--- src/rtl/traffic_controller_pkg.sv ---
`default_nettype none
// ============================================================================
// Module   : traffic_controller_pkg
// Purpose  : Shared states, light encodings and default intervals.
// Revision : 1.0
// ============================================================================
package traffic_controller_pkg;

    typedef enum logic [2:0] {
        S_INIT = 3'd0,
        S_MG   = 3'd1,
        S_MGX  = 3'd2,
        S_MY   = 3'd3,
        S_SG   = 3'd4,
        S_SY   = 3'd5
    } state_e;

    localparam logic [2:0] RED = 3'b100;
    localparam logic [2:0] YEL = 3'b010;
    localparam logic [2:0] GRN = 3'b001;

    localparam logic [4:0] DEF_T_MAIN = 5'd6;
    localparam logic [4:0] DEF_T_EXT  = 5'd3;
    localparam logic [4:0] DEF_T_YEL  = 5'd2;
    localparam logic [4:0] DEF_T_SIDE = 5'd5;

    function automatic logic [2:0] main_light_of(input state_e s);
        case (s)
            S_MG, S_MGX: main_light_of = GRN;
            S_MY:        main_light_of = YEL;
            default:     main_light_of = RED;
        endcase
    endfunction

    function automatic logic [2:0] side_light_of(input state_e s);
        case (s)
            S_SG:    side_light_of = GRN;
            S_SY:    side_light_of = YEL;
            default: side_light_of = RED;
        endcase
    endfunction

endpackage
`default_nettype wire

--- src/rtl/traffic_controller_req_latch.sv ---
`default_nettype none
// ============================================================================
// Module   : req_latch
// Purpose  : Two-flop synchronizer feeding a sticky request bit.
// Revision : 1.0
// ============================================================================
module req_latch (
    input  logic clk_i,
    input  logic rst_i,
    input  logic async_i,
    input  logic clear_i,
    output logic latched_o
);

    logic meta_q;
    logic sync_q;
    logic latched_q;

    // A request arriving in the same cycle as a clear must not be lost.
    always_ff @(posedge clk_i or posedge rst_i) begin
        if (rst_i) begin
            meta_q    <= 1'b0;
            sync_q    <= 1'b0;
            latched_q <= 1'b0;
        end else begin
            meta_q <= async_i;
            sync_q <= meta_q;
            if (sync_q) begin
                latched_q <= 1'b1;
            end else if (clear_i) begin
                latched_q <= 1'b0;
            end
        end
    end

    assign latched_o = latched_q;

endmodule
`default_nettype wire

--- src/rtl/traffic_controller.sv ---
`default_nettype none
// ============================================================================
// Module   : traffic_controller
// Purpose  : Main/side street light sequencer with sensor and walk requests.
// Revision : 1.0
// ============================================================================
module traffic_controller
    import traffic_controller_pkg::*;
#(
    parameter logic [4:0] T_MAIN = DEF_T_MAIN,
    parameter logic [4:0] T_EXT  = DEF_T_EXT,
    parameter logic [4:0] T_YEL  = DEF_T_YEL,
    parameter logic [4:0] T_SIDE = DEF_T_SIDE
) (
    input  logic       clock,
    input  logic       reset,
    input  logic       sensor,
    input  logic       walk_request,
    input  logic       expired,
    input  logic       one_hz_enable,
    output logic       start_timer,
    output logic [4:0] value,
    output logic [2:0] main_light,
    output logic [2:0] side_light,
    output logic       walk,
    output logic [4:0] phase_seconds
);

    state_e     state_q;
    state_e     state_d;
    logic       advance_d;
    logic [4:0] interval_d;
    logic [1:0] guard_q;
    logic       start_timer_q;
    logic [4:0] value_q;
    logic [2:0] main_light_q;
    logic [2:0] side_light_q;
    logic       walk_q;
    logic [4:0] phase_seconds_q;

    logic sensor_latched;
    logic walk_latched;
    logic req_pending;
    logic sg_entry;

    assign sg_entry    = (state_q == S_SG) && start_timer_q;
    assign req_pending = sensor_latched | walk_latched;

    req_latch u_sensor_latch (
        .clk_i     (clock),
        .rst_i     (reset),
        .async_i   (sensor),
        .clear_i   (sg_entry),
        .latched_o (sensor_latched)
    );

    req_latch u_walk_latch (
        .clk_i     (clock),
        .rst_i     (reset),
        .async_i   (walk_request),
        .clear_i   (sg_entry),
        .latched_o (walk_latched)
    );

    // guard_q counts cycles since entry; expired is honoured once it reaches 2.
    always_comb begin
        state_d   = state_q;
        advance_d = 1'b0;
        if (state_q == S_INIT) begin
            state_d   = S_MG;
            advance_d = 1'b1;
        end else if ((guard_q == 2'd2) && expired) begin
            advance_d = 1'b1;
            case (state_q)
                S_MG, S_MGX: state_d = req_pending ? S_MY : S_MGX;
                S_MY:        state_d = S_SG;
                S_SG:        state_d = S_SY;
                S_SY:        state_d = S_MG;
                default:     state_d = S_INIT;
            endcase
        end
    end

    always_comb begin
        case (state_d)
            S_MG:    interval_d = T_MAIN;
            S_MGX:   interval_d = T_EXT;
            S_MY:    interval_d = T_YEL;
            S_SG:    interval_d = T_SIDE;
            S_SY:    interval_d = T_YEL;
            default: interval_d = 5'd0;
        endcase
    end

    always_ff @(posedge clock or posedge reset) begin
        if (reset) begin
            state_q         <= S_INIT;
            guard_q         <= 2'd0;
            start_timer_q   <= 1'b0;
            value_q         <= 5'd0;
            main_light_q    <= RED;
            side_light_q    <= RED;
            walk_q          <= 1'b0;
            phase_seconds_q <= 5'd0;
        end else begin
            state_q       <= state_d;
            start_timer_q <= advance_d;
            main_light_q  <= main_light_of(state_d);
            side_light_q  <= side_light_of(state_d);

            if (advance_d) begin
                guard_q <= 2'd0;
                value_q <= interval_d;
                walk_q  <= (state_d == S_SG) && walk_latched;
            end else if (guard_q != 2'd2) begin
                guard_q <= guard_q + 2'd1;
            end

            // Zero through the whole start cycle; a coinciding tick is dropped.
            if (advance_d || start_timer_q) begin
                phase_seconds_q <= 5'd0;
            end else if (one_hz_enable && (phase_seconds_q != 5'd31)) begin
                phase_seconds_q <= phase_seconds_q + 5'd1;
            end
        end
    end

    assign start_timer   = start_timer_q;
    assign value         = value_q;
    assign main_light    = main_light_q;
    assign side_light    = side_light_q;
    assign walk          = walk_q;
    assign phase_seconds = phase_seconds_q;

endmodule
`default_nettype wire

--- config.mk ---
export PLATFORM = sky130hd
export DESIGN_NAME = traffic_controller
export DESIGN_NICKNAME = d
export VERILOG_FILES = /design/src/rtl/traffic_controller_pkg.sv /design/src/rtl/traffic_controller_req_latch.sv /design/src/rtl/traffic_controller.sv
export SDC_FILE = /design/constraint.sdc
export NUM_CORES = 1
export LEC_CHECK = 0
export ABC_AREA = 1
export CORE_ASPECT_RATIO = 0.7
export CORE_MARGIN = 10
export CORE_UTILIZATION = 53
export DETAILED_ROUTE_END_ITERATION = 10
export GPL_TIMING_DRIVEN = 0
export PLACE_DENSITY = 0.83
export SYNTH_ARGS = -nofsm -noshare
export SYNTH_HDL_FRONTEND = slang
export SYNTH_SLANG_ARGS = --single-unit
--- constraint.sdc ---
create_clock -name clock -period 3.4 [get_ports clock]
set_clock_uncertainty 0.15 [all_clocks]
set_input_delay 0.68 -clock clock [delete_from_list [all_inputs] [get_ports clock]]
set_output_delay 0.68 -clock clock [all_outputs]
set_load 0.02 [all_outputs]
==> PnR_summary.wiki <==
{| class="wikitable"
! Metric !! Value
|-
| Tot GR Track Use || 0.110
|-
| Area added between synthesis and finish || 23.8%
|-
| Die Footprint || around 0.0046 mm²
|-
| Most common cell after layout, fill and taps aside || sky130_fd_sc_hd__dfrtp_1
|-
| Number of buffers between clock root and the deepest sink || 2
|-
| Crit-path leading delay family || buffers and inverters
|-
| Root Driver || sky130_fd_sc_hd__clkbuf_4
|-
| Ordered list of cells on the worst path || clkdlybuf4s50_1
|-
| Height of the chip || approximately 60 µm
|-
| Biggest area consumer among synthesized cells || sky130_fd_sc_hd__dfrtp_1
|-
| Peak supply drop || 0.479 mV
|-
| Highest cell delay on the worst timing path || 0.60 ns
|-
| Overall power || 1.21 mW
|-
| WL/cell || 12.8 µm
|-
| Detailed-placement wirelength estimate || around 1900 µm
|-
| Core Area || 0.00214 mm²
|-
| Pin count of the biggest net entering global routing || 28
|-
| Cell count after synthesis || about 120
|-
| Initial cell density of the core || 0.554
|-
| Clock Latency Late Sink || 0.33 ns
|-
| Master of the slowest instance on the critical path || sky130_fd_sc_hd__clkdlybuf4s50_1
|-
| Share of flip-flops with an asynchronous set or reset || 1.00
|-
| Final worst path period need || 2.31 ns
|-
| Data required time of the worst path || 2.57 ns
|-
| Class of the most critical setup path || flop to primary output
|-
| Port Buffer Count || 21
|-
| Power density normalized to cell area || 827 mW/mm²
|-
| First-pass GRT wire length || between 4000 and 5000 µm
|-
| Max Slew Vio Count || 0
|-
| Number of flops mapped to enable cells by yosys || 0
|-
| Count of antenna diodes in the layout || 0
|-
| Number of global-route vias before repair || 839
|-
| Number of sinks on the clock net || 27
|-
| Hold violation total from the final report || 0
|-
| Antenna viol nets, final || 0
|-
| GRT Residual Overflow || 0
|-
| Number of levels in the clock H-tree || 1
|-
| Crit path capture type || primary output
|-
| Top achievable clock speed || approximately 430 MHz
|-
| CTS Buf Count || 3
|-
| Status || finished, final reports clean
|-
| Synthesized area per cell || between 9 and 10 µm²
|-
| TritonCTS clock tree || yes
|-
| Clock-pin slew of the registers on the worst-case setup and hold paths || 0.14 ns
|-
| Vias per cell || 4.85
|-
| Synth unique cells || 28
|-
| Static leakage || 0.737 nW
|-
| Number of buffers added to fix hold violations after cts || 0
|-
| Ratio of cells with drive above 1 in the final layout || 0.182
|-
| # Max-Cap Violations || 0
|-
| Top post-synthesis cells by area || sky130_fd_sc_hd__dfrtp_1 53%, sky130_fd_sc_hd__nand2_1 7.3%, sky130_fd_sc_hd__dfstp_2 4.4%, sky130_fd_sc_hd__inv_1 4.4%, sky130_fd_sc_hd__ha_1 3.2%
|-
| Fin Setup TNS || 0 ns
|-
| Highest-count cells in the layout ignoring fill and taps || 25 x sky130_fd_sc_hd__dfrtp_1, 23 x sky130_fd_sc_hd__nand2_1, 21 x sky130_fd_sc_hd__clkdlybuf4s50_1, 14 x sky130_fd_sc_hd__inv_1, 9 x sky130_fd_sc_hd__nor2_1
|-
| Seq/Total Area, Yosys || 0.572
|-
| Summed instance area of the synthesized netlist || 0.00118 mm²
|-
| DRT Pass-1 Iters || 4
|-
| Final count of negative-setup-slack endpoints || 0
|-
| Number of core rows || 14
|-
| Resized cells post-CTS || 0
|-
| Synthesis-stage register bit count || 27
|-
| Via count || 873
|-
| Synthesis warning total || 0
|-
| Most instantiated flip-flop cell in the synthesis netlist || sky130_fd_sc_hd__dfrtp_1
|-
| Startpoint type of the worst setup path || flop
|-
| Detailed Route WL || 2310 µm
|-
| Number of buffers and inverters on the critical path || 1
|-
| Tightest slew margin relative to the limit || 0.365
|-
| Horizontal die dimension || 76.5 µm
|-
| Remaining DRCs || 0
|-
| Number of setup buffers added after CTS || 0
|-
| Boundary Pins || 24
|-
| RSZ-0062 raised after global routing || false
|-
| Antenna violations before repair || 0
|-
| Post-route fraction of the period consumed by the critical path || 0.678
|-
| Worst Path Arrival || 1.48 ns
|-
| Max FO, Critical Path || 1
|-
| Post-synth top area share || 0.528
|-
| Violation count after the first detailed-routing iteration || 71
|-
| Gp weighted congestion || a little under 0.9
|-
| Tightest Pin Transition || 0.951 ns
|-
| Net count, final || 158
|-
| Hold Crit Class || flop to flop
|}
[synth_stat cells (all sizes together), types with 2 or more instances]
cell type,instances
o21bai,2
a21oi,3
buf,2
nand3,8
o21ai,4
nor3,3
xor2,2
nand2,31
ha,3
dfstp,2
inv,17
dfrtp,25
nor2,13
[per-stage QoR]
step | utilization | setup WS [ns] | cells | area [µm²] | hold slack [ns]
after floorplan | - | 1.68 | 123 | 1190 | 0.181
after global placement | 0.673 | 1.20 | 176 | 1440 | 0.185
after detailed placement | 0.673 | 1.14 | 176 | 1440 | 0.185
after CTS | 0.686 | 1.09 | 180 | 1470 | 0.216
after global routing | 0.686 | 1.05 | 180 | 1470 | 0.244
final | 0.686 | 1.09 | 180 | 1470 | 0.216
[power breakdown]
| group | leakage [nW] | switching [mW] | internal [mW] |
|---|---|---|---|
| Combinational | 0.392 | 0.352 | 0.230 |
| Sequential | 0.328 | 0.0682 | 0.424 |
| Clock | 0.0177 | 0.0936 | 0.0442 |
[area by class of cell]
class / count / area [µm²]
fillers: 178 / 671
inverters: 18 / 67.6
clock buffers: 3 / 22.5
well taps: 32 / 40.0
clock inverters: 1 / 5.00
plain buffers: 2 / 15.0
flip-flops and latches: 27 / 678
multi-input cells: 76 / 428
repair buffers: 21 / 210
[flip-flops by register name, summed over array words and instances (netlist names), 2 cells and up]
name / count
phase_seconds: 5
main_light: 3
side_light: 3
state_q: 3
value: 3
guard_q: 2
[cells by family after synthesis]
logic type / Yosys count / synth area share
AOI/OAI and AO/OA: 11 / 0.0591
xor gates and xnor gates: 2 / 0.0148
adders and majority gates: 3 / 0.0317
buffers and inverters: 20 / 0.0697
DFF: 27 / 0.572
other: 1 / 0.00316
and+or+nand+nor: 58 / 0.249
[metal layers]
metal / GRT usage / vias up / routed length, µm
li1: - / 434 / -
met1: 0.136 / 413 / 1060
met2: 0.174 / 20 / 1090
met3: 0.0333 / 6 / 109
met4: 0.0554 / 0 / 50
met5: 0 / - / 0
[path summary, 6_finish.rpt]
kind                                             from                    end  slack (ns)  cells after the start
worst max register to register             guard_q[0]               value[1]        1.57                     11
max in group asynchronous                       reset               value[0]        1.82                      2
worst min register to register  u_sensor_latch.meta_q  u_sensor_latch.sync_q        0.22                      0
min in group asynchronous                       reset             state_q[0]        0.70                      2
worst min-delay path            u_sensor_latch.meta_q  u_sensor_latch.sync_q        0.22                      0
worst max-delay path                    main_light[2]          main_light[2]        1.09                      1
(Power assumes the default switching activity.)
